===== src/rtl/reg_cmd_sequencer.sv =====
// Micro-instruction sequencer for the X/Y/Z signed register datapath.
// Accepts one opcode per start/done handshake and emits per-register command codes.
module reg_cmd_sequencer #(
    parameter int AMT_W = 2
) (
    input  logic             clk,
    input  logic             rst_n,
    input  logic             start,
    input  logic [3:0]       opcode,
    input  logic [AMT_W-1:0] amt,
    output logic [2:0]       Tx,
    output logic [2:0]       Ty,
    output logic [2:0]       Tz,
    output logic             alu_sel,
    output logic             x_src,
    output logic             busy,
    output logic             done,
    output logic             err
);

    localparam logic [1:0] S_IDLE  = 2'd0;
    localparam logic [1:0] S_EXEC  = 2'd1;
    localparam logic [1:0] S_SHIFT = 2'd2;
    localparam logic [1:0] S_DONE  = 2'd3;

    localparam logic [2:0] CMD_HOLD   = 3'b000;
    localparam logic [2:0] CMD_LOAD   = 3'b001;
    localparam logic [2:0] CMD_SHIFTR = 3'b010;
    localparam logic [2:0] CMD_SHIFTL = 3'b011;
    localparam logic [2:0] CMD_RESET  = 3'b100;

    localparam logic [3:0] OP_NOP   = 4'b0000;
    localparam logic [3:0] OP_LDX   = 4'b0001;
    localparam logic [3:0] OP_LDY   = 4'b0010;
    localparam logic [3:0] OP_CLR   = 4'b0011;
    localparam logic [3:0] OP_ADD   = 4'b0100;
    localparam logic [3:0] OP_SUB   = 4'b0101;
    localparam logic [3:0] OP_SHRX  = 4'b0110;
    localparam logic [3:0] OP_SHLX  = 4'b0111;
    localparam logic [3:0] OP_MOVZX = 4'b1000;

    localparam logic [AMT_W-1:0] CNT_ZERO = '0;
    localparam logic [AMT_W-1:0] CNT_ONE  = AMT_W'(1);

    logic [1:0]       r_state;
    logic [3:0]       r_op;
    logic [AMT_W-1:0] r_cnt;

    logic             w_is_shift;
    logic [2:0]       w_shift_cmd;

    assign w_is_shift  = (r_op == OP_SHRX) || (r_op == OP_SHLX);
    assign w_shift_cmd = (r_op == OP_SHRX) ? CMD_SHIFTR : CMD_SHIFTL;

    // r_cnt holds the number of shifts still to issue, including the current one.
    always_ff @(posedge clk or negedge rst_n) begin
        if (!rst_n) begin
            r_state <= S_IDLE;
            r_op    <= OP_NOP;
            r_cnt   <= CNT_ZERO;
        end else begin
            case (r_state)
                S_IDLE: begin
                    if (start) begin
                        r_op    <= opcode;
                        r_cnt   <= amt;
                        r_state <= S_EXEC;
                    end
                end
                S_EXEC: begin
                    if (w_is_shift && (r_cnt > CNT_ONE)) begin
                        r_cnt   <= r_cnt - CNT_ONE;
                        r_state <= S_SHIFT;
                    end else begin
                        r_state <= S_DONE;
                    end
                end
                S_SHIFT: begin
                    if (r_cnt <= CNT_ONE) begin
                        r_state <= S_DONE;
                    end else begin
                        r_cnt <= r_cnt - CNT_ONE;
                    end
                end
                default: begin
                    r_state <= S_IDLE;
                end
            endcase
        end
    end

    // Outputs depend only on registered state so reset forces them idle at once.
    always_comb begin
        Tx      = CMD_HOLD;
        Ty      = CMD_HOLD;
        Tz      = CMD_HOLD;
        alu_sel = 1'b0;
        x_src   = 1'b0;
        busy    = (r_state != S_IDLE);
        done    = 1'b0;
        err     = 1'b0;
        case (r_state)
            S_EXEC: begin
                case (r_op)
                    OP_LDX:   Tx = CMD_LOAD;
                    OP_LDY:   Ty = CMD_LOAD;
                    OP_CLR: begin
                        Tx = CMD_RESET;
                        Ty = CMD_RESET;
                        Tz = CMD_RESET;
                    end
                    OP_ADD:   Tz = CMD_LOAD;
                    OP_SUB: begin
                        Tz      = CMD_LOAD;
                        alu_sel = 1'b1;
                    end
                    OP_SHRX, OP_SHLX: begin
                        if (r_cnt != CNT_ZERO) begin
                            Tx = w_shift_cmd;
                        end
                    end
                    OP_MOVZX: begin
                        Tx    = CMD_LOAD;
                        x_src = 1'b1;
                    end
                    default: ;
                endcase
            end
            S_SHIFT: begin
                Tx = w_shift_cmd;
            end
            S_DONE: begin
                done = 1'b1;
                err  = (r_op > OP_MOVZX);
            end
            default: ;
        endcase
    end

endmodule


===== config.mk =====
export PLATFORM = sky130hd
export DESIGN_NAME = reg_cmd_sequencer
export DESIGN_NICKNAME = d
export VERILOG_FILES = /design/src/rtl/reg_cmd_sequencer.sv
export SDC_FILE = /design/constraint.sdc
export NUM_CORES = 1
export LEC_CHECK = 0
export BUFFER_PORTS_ARGS = -buffer_cell sky130_fd_sc_hd__buf_4
export CAP_MARGIN = 20
export CORE_MARGIN = 3
export CORE_UTILIZATION = 30
export CTS_CLUSTER_SIZE = 20
export DETAILED_ROUTE_END_ITERATION = 8
export PLACE_DENSITY = 0.54
export SKIP_CTS_REPAIR_TIMING = 1
export SYNTH_ARGS = -nofsm -noshare
export SYNTH_HDL_FRONTEND = slang
export SYNTH_SLANG_ARGS = --single-unit

===== constraint.sdc =====
create_clock -name clk -period 3.7 [get_ports clk]
set_input_delay 0.37 -clock clk [delete_from_list [all_inputs] [get_ports clk]]
set_output_delay 0.37 -clock clk [all_outputs]
set_load 0.01 [all_outputs]

==> flow_summary.json, run 1 <==
{
  "num_vias": 536,
  "clock_path_buffers": 2,
  "clock-skew-final_ns": 0.00642,
  "path_cells": "inv_1, ha_1, nor2b_1, a21oi_1, a21o_1, a21boi_0, buf_4",
  "synth.area.mux_share_pct": 9.58,
  "status": "completed",
  "whs_ns": 0.343,
  "core-area_mm2": 0.00204,
  "buffer_ports.inserted": 20,
  "cts_buffers": 3,
  "initial_utilization_pct": 33.3,
  "worstPathRequired_ns": 3.33,
  "routedWlPerCell_um": 11.2,
  "compound_gate_fraction_of_synth_area_pct": 14.7,
  "share_of_cells_above_drive_strength_1_pct": 34.5,
  "max-vdd-ir-drop_mv": 0.334,
  "cp-end-kind": "primary output",
  "yosysWarningCount": 0,
  "max_cap_viol_count": 0,
  "die_h_um": 53.6,
  "critical-path-slowest-cell": "sky130_fd_sc_hd__dfrtp_1",
  "layout.cells.non_filler": 114,
  "crit_path_start_kind": "register",
  "timing.critical_path.arrival_ns": 1.89,
  "global_placement_routability_congestion": 0.741,
  "final.setup.tns_ns": 0,
  "floorplan.die.width_um": 53.6,
  "first_global_vias": 492,
  "fp.dieArea_mm2": 0.00287,
  "detailedRoute.firstIterationViolations": 3,
  "antenna_found_initial": 0,
  "r2r_start": "r_state[0]",
  "synth_cell_type_count": 32,
  "synth_top_family_by_area": "simple AND/OR/NAND/NOR gates",
  "yosys.area.top_type": "sky130_fd_sc_hd__dfrtp_1",
  "tritoncts": "built",
  "grt_overflow_total": 0,
  "reg2reg_to": "r_cnt[1]",
  "clock_tree.root_cell": "sky130_fd_sc_hd__clkbuf_4",
  "placedCellCount": 110,
  "count_of_clock_tree_sinks": 8,
  "synth.top_cell.area_share_pct": 29.5,
  "timing_max_transition_violations_final": 0,
  "yosys.area_share.simple_pct": 21.9,
  "cts.htree.levels": 1,
  "yosys.area_share.adder_pct": 12.9,
  "worst_hold_path.num_cells": 2,
  "critical_path.max_stage_delay_ns": 0.41,
  "layout.nets": 105,
  "grt_usage_pct": 10.5,
  "post-route-period-util_pct": 61.0,
  "maxClockFrequency_mhz": 443,
  "layout-area-overhead-vs-synth_pct": 25.6,
  "drt_pass1_iterations": 3,
  "placed_area_um2": 821,
  "dpl.hpwl_mm": 1.06,
  "synth_sequential_area_ratio_pct": 29.5,
  "power.density_cell_area_mw_per_mm2": 817,
  "power_leakage_nw": 0.439,
  "worstHoldStart": "opcode[0]",
  "whs_endpoint": "r_op[0]",
  "insertion_delay_ns": 0.25,
  "global_route_wire_length_before_repair_mm": 2.17,
  "antenna_cells_inserted": 0,
  "timing.final.crit_period_ns": 2.26,
  "detail-route-antenna-nets": 0,
  "rsz0062_at_grt": "no",
  "synth.cell_area_um2": 679,
  "layout.cell_area.non_filler_um2": 853,
  "synthesis.area_per_instance_um2": 9.99,
  "path_max_fanout": 5,
  "route.detailed.drc": 0,
  "boundaryPins": 23,
  "path_clk_slew_ns": 0.06,
  "synth_cells": 68,
  "yosys-top-cells-area": "sky130_fd_sc_hd__dfrtp_1 (29%), sky130_fd_sc_hd__ha_1 (13%), sky130_fd_sc_hd__mux2_2 (6.6%)",
  "finalWirelength_mm": 1.28,
  "hold_viol": 0,
  "grt_start_max_net_pins": 11,
  "ys_ff_latch": 8,
  "setup.reg_to_reg.worst_slack_ns": 2.01,
  "setup.worst_path.class": "reg2out",
  "fraction_of_synthesized_cell_area_in_xor_and_xnor_cells_pct": 1.29,
  "rows": 16,
  "worst-r2r-cell-count": 5,
  "setup_viol_count_final": 0,
  "post_drt_via_cell_ratio": 4.70,
  "min_path_type": "in2reg"
}
==> worst max-delay path: cells and delay by family, from the launching register on <==
kind | cells | cell delay, ns
flip-flops | 1 | 0.41
buffers and inverters | 2 | 0.25
AO/OA/AOI/OAI | 3 | 0.45
adder cells (fa/ha/maj) | 1 | 0.23
AND/OR/NAND/NOR | 1 | 0.29
==> how the worst max path moves through the flow <==
| stage | start | endpoint | slack [ns] |
|---|---|---|---|
| finish | r_state[1] | Tx[0] | 1.44 |
| floorplan | r_state[1] | Tx[0] | 1.91 |
| detailed placement | r_state[1] | Tx[0] | 1.73 |
| global placement | r_state[1] | Tx[0] | 1.81 |
| global route | r_state[1] | Tx[0] | 1.31 |
| CTS | r_state[1] | Tx[0] | 1.44 |
==> Yosys cell counts (all sizes together) <==
library cell	number
a211oi	2
conb	1
nor3b	1
and2b	1
nor4bb	1
a21o	1
nand3b	1
nor2b	3
and3	1
nand4b	1
buf	6
a2111o	1
o21ai	2
nor2	4
nand2b	1
mux2	4
o41ai	1
mux2i	2
and4b	2
inv	5
xor2	1
ha	7
o21a	2
a21boi	1
o311a	1
dfrtp	8
nand2	3
and2	1
a21oi	3
==> cell families after synthesis <==
family / count (synthesis)
simple gates: 20
compound gates: 14
buf+inv: 11
flops: 8
fa+ha+maj: 7
mux: 6
other cells: 1
xor+xnor: 1
==> flip-flops by register name, indices dropped and copies added (netlist names) <==
signal / flops
r_cnt: 2
r_state: 2
r_op: 4
==> metrics by stage <==
stage | setup slack (ns) | util (%) | power, W
after detailed placement | 1.73 | 40.2 | 0.000640
after global routing | 1.31 | 41.8 | 0.000770
after global placement | 1.81 | 40.2 | 0.000642
final | 1.44 | 41.8 | 0.000697
after floorplan | 1.91 | - | 0.000535
after CTS | 1.44 | 41.3 | 0.000712
==> layer usage <==
metal  wire [um]  share of wire (%)  GRT usage [%]
met1         613                 48           14.3
met2         568                 44           14.9
met5           0                  0              0
met3          74                5.8           2.49
met4          22                1.7           6.38
==> area by class of cell <==
class | count | area (um2)
Tap cell | 27 | 33.8
Multi-Input combinational cell | 50 | 418
Timing Repair Buffer | 21 | 160
Clock buffer | 3 | 22.5
Fill cell | 209 | 1190
Inverter | 5 | 18.8
Sequential cell | 8 | 200
==> power by group <==
| part | switching, W | internal, W | total (W) |
|---|---|---|---|
| registers | 0.0000748 | 0.000135 | 0.000210 |
| clock network | 0.0000295 | 0.0000371 | 0.0000666 |
| logic | 0.000199 | 0.000222 | 0.000421 |
==> placed cells by master (no fill, tap or decap), types with 2 or more instances in the layout <==
| cell type | n |
|---|---|
| sky130_fd_sc_hd__conb_1 | 2 |
| sky130_fd_sc_hd__mux2_2 | 4 |
| sky130_fd_sc_hd__ha_1 | 7 |
| sky130_fd_sc_hd__inv_1 | 5 |
| sky130_fd_sc_hd__nor2_1 | 4 |
| sky130_fd_sc_hd__o21a_1 | 2 |
| sky130_fd_sc_hd__a211oi_1 | 2 |
| sky130_fd_sc_hd__a21oi_1 | 3 |
| sky130_fd_sc_hd__o21ai_0 | 2 |
| sky130_fd_sc_hd__nor2b_1 | 2 |
| sky130_fd_sc_hd__and4b_1 | 2 |
| sky130_fd_sc_hd__dfrtp_1 | 8 |
| sky130_fd_sc_hd__clkbuf_4 | 3 |
| sky130_fd_sc_hd__mux2i_1 | 2 |
| sky130_fd_sc_hd__buf_4 | 20 |
| sky130_fd_sc_hd__nand2_1 | 3 |
Power figures use the tool's default switching activity.
==> inputs of run 2 (changes only) <==
==> constraint.sdc (replaced) <==
create_clock -name clk -period 2.4 [get_ports clk]
set_input_delay 0.24 -clock clk [delete_from_list [all_inputs] [get_ports clk]]
set_output_delay 0.24 -clock clk [all_outputs]
set_load 0.01 [all_outputs]
==> run 2 against run 1 <==
Sequential cell count did not move. Clock skew barely moved. Largest power group unchanged. Critical endpoint unchanged. Non-clock buffer count is the same.
==> flow_summary.json, run 2 (same netlist as run 1, synthesis figures left out) <==
{
  "hold_viol": 0,
  "floorplan.die.width_um": 53.6,
  "max_cap_viol_count": 0,
  "clock_tree.root_cell": "sky130_fd_sc_hd__clkbuf_4",
  "path_clk_slew_ns": 0.06,
  "layout-area-overhead-vs-synth_pct": 25.6,
  "die_h_um": 53.6,
  "fp.dieArea_mm2": 0.00287,
  "maxClockFrequency_mhz": 467,
  "power.density_cell_area_mw_per_mm2": 1260,
  "insertion_delay_ns": 0.25,
  "buffer_ports.inserted": 20,
  "worstHoldStart": "opcode[0]",
  "timing_max_transition_violations_final": 0,
  "timing.final.crit_period_ns": 2.14,
  "dp_slack_ns": 0.542,
  "crit_path_start_kind": "register",
  "placedCellCount": 110,
  "layout.cells.non_filler": 114,
  "mostFrequentLayoutCell": "sky130_fd_sc_hd__buf_4",
  "tritoncts": "built",
  "drt_pass1_iterations": 2,
  "r2r_start": "r_state[0]",
  "clock_path_buffers": 2,
  "whs_ns": 0.214,
  "antenna_cells_inserted": 0,
  "layout.nets": 105,
  "met1_usage_pct": 13.9,
  "setup.worst_path.class": "reg2out",
  "grt_start_max_net_pins": 11,
  "dpl.hpwl_mm": 1.07,
  "routedWlPerCell_um": 11.2,
  "antenna_found_initial": 0,
  "rsz0062_at_grt": "no",
  "worst-r2r-cell-count": 5,
  "worstPathRequired_ns": 2.16,
  "initial_utilization_pct": 33.3,
  "post_drt_via_cell_ratio": 4.64,
  "grt_use_met3_pct": 2.77,
  "status": "completed",
  "power_leakage_nw": 0.439,
  "boundaryPins": 23,
  "globalRouteMet2Util_pct": 14.7,
  "largest_reg_flops": 4,
  "path_max_fanout": 5,
  "post-layout-total-power_w": 0.00107,
  "timing.critical_path.arrival_ns": 1.90,
  "count_of_clock_tree_sinks": 8,
  "grt_usage_pct": 10.4,
  "critical-path-slowest-cell": "sky130_fd_sc_hd__dfrtp_1",
  "grt_busiest_layer": "met2",
  "cp-end-kind": "primary output",
  "global_route_wire_length_before_repair_mm": 2.15,
  "detail-route-antenna-nets": 0,
  "cts.htree.levels": 1,
  "route.detailed.drc": 0,
  "grt_overflow_total": 0,
  "worst_slack_ns": 0.259,
  "path_cells": "inv_1, ha_1, nor2b_1, a21oi_1, a21o_1, a21boi_0, buf_4",
  "final.fill_count": 209,
  "clock-skew-final_ns": 0.00609,
  "cts_buffers": 3,
  "reg2reg_to": "r_cnt[1]",
  "first_global_vias": 496,
  "core-area_mm2": 0.00204,
  "max-vdd-ir-drop_mv": 0.517,
  "final.setup.tns_ns": 0,
  "rows": 16,
  "global_placement_routability_congestion": 0.741,
  "setup_viol_count_final": 0,
  "whs_endpoint": "r_op[0]",
  "share_of_cells_above_drive_strength_1_pct": 34.5,
  "num_vias": 529,
  "setup.reg_to_reg.worst_slack_ns": 0.71,
  "critical_path.max_stage_delay_ns": 0.41,
  "min_path_type": "in2reg",
  "layout.cells.most_common_list": "sky130_fd_sc_hd__buf_4 (20), sky130_fd_sc_hd__dfrtp_1 (8), sky130_fd_sc_hd__ha_1 (7)",
  "top_regs": "r_op (4), r_cnt (2), r_state (2)",
  "post-route-period-util_pct": 89.2,
  "largest-register": "r_op",
  "worst_hold_path.num_cells": 2,
  "finalWirelength_mm": 1.28,
  "detailedRoute.firstIterationViolations": 2
}
==> run 2: critical path: cells and delay by family (launching register included) <==
family / cells / cell delay, ns
AND/OR/NAND/NOR: 1 / 0.29
flip-flops: 1 / 0.41
adder cells (fa/ha/maj): 1 / 0.24
AO/OA/AOI/OAI: 3 / 0.45
buffers and inverters: 2 / 0.25
==> run 2: worst max-delay path by stage <==
stage | slack (ns) | from | end | cells past startpoint
after floorplan | 0.74 | r_state[1] | Tx[0] | 6
after global placement | 0.64 | r_state[1] | Tx[0] | 7
final | 0.26 | r_state[1] | Tx[0] | 7
after detailed placement | 0.54 | r_state[1] | Tx[0] | 7
after global routing | 0.1 | r_state[1] | Tx[0] | 7
after CTS | 0.26 | r_state[1] | Tx[0] | 7
==> run 2: through the flow <==
step / cell area, um2 / util [%]
finish: 853 / 41.8
global route: 853 / 41.8
CTS: 843 / 41.3
detailed placement: 821 / 40.2
global placement: 821 / 40.2
floorplan: 683 / -
==> run 2: metal layers <==
metal / vias up / wire length (um)
met4: 0 / 20
met3: 2 / 71
met5: - / 0
met2: 14 / 570
met1: 242 / 617
li1: 271 / -
==> run 2: report_power, final <==
group	leakage [nW]	internal (W)	total [W]	switching (W)
Clock	0.0138	0.0000572	0.000103	0.0000454
Sequential	0.0938	0.000209	0.000322	0.000113
Combinational	0.332	0.000342	0.000649	0.000307
==> run 2: cell type report <==
cell class | instances | area (um2) | area share, %
Inverter | 5 | 18.8 | 2.20
Timing Repair Buffer | 21 | 160 | 18.8
Clock buffer | 3 | 22.5 | 2.64
Multi-Input combinational cell | 50 | 418 | 49.0
Sequential cell | 8 | 200 | 23.5
Tap cell | 27 | 33.8 | 3.96
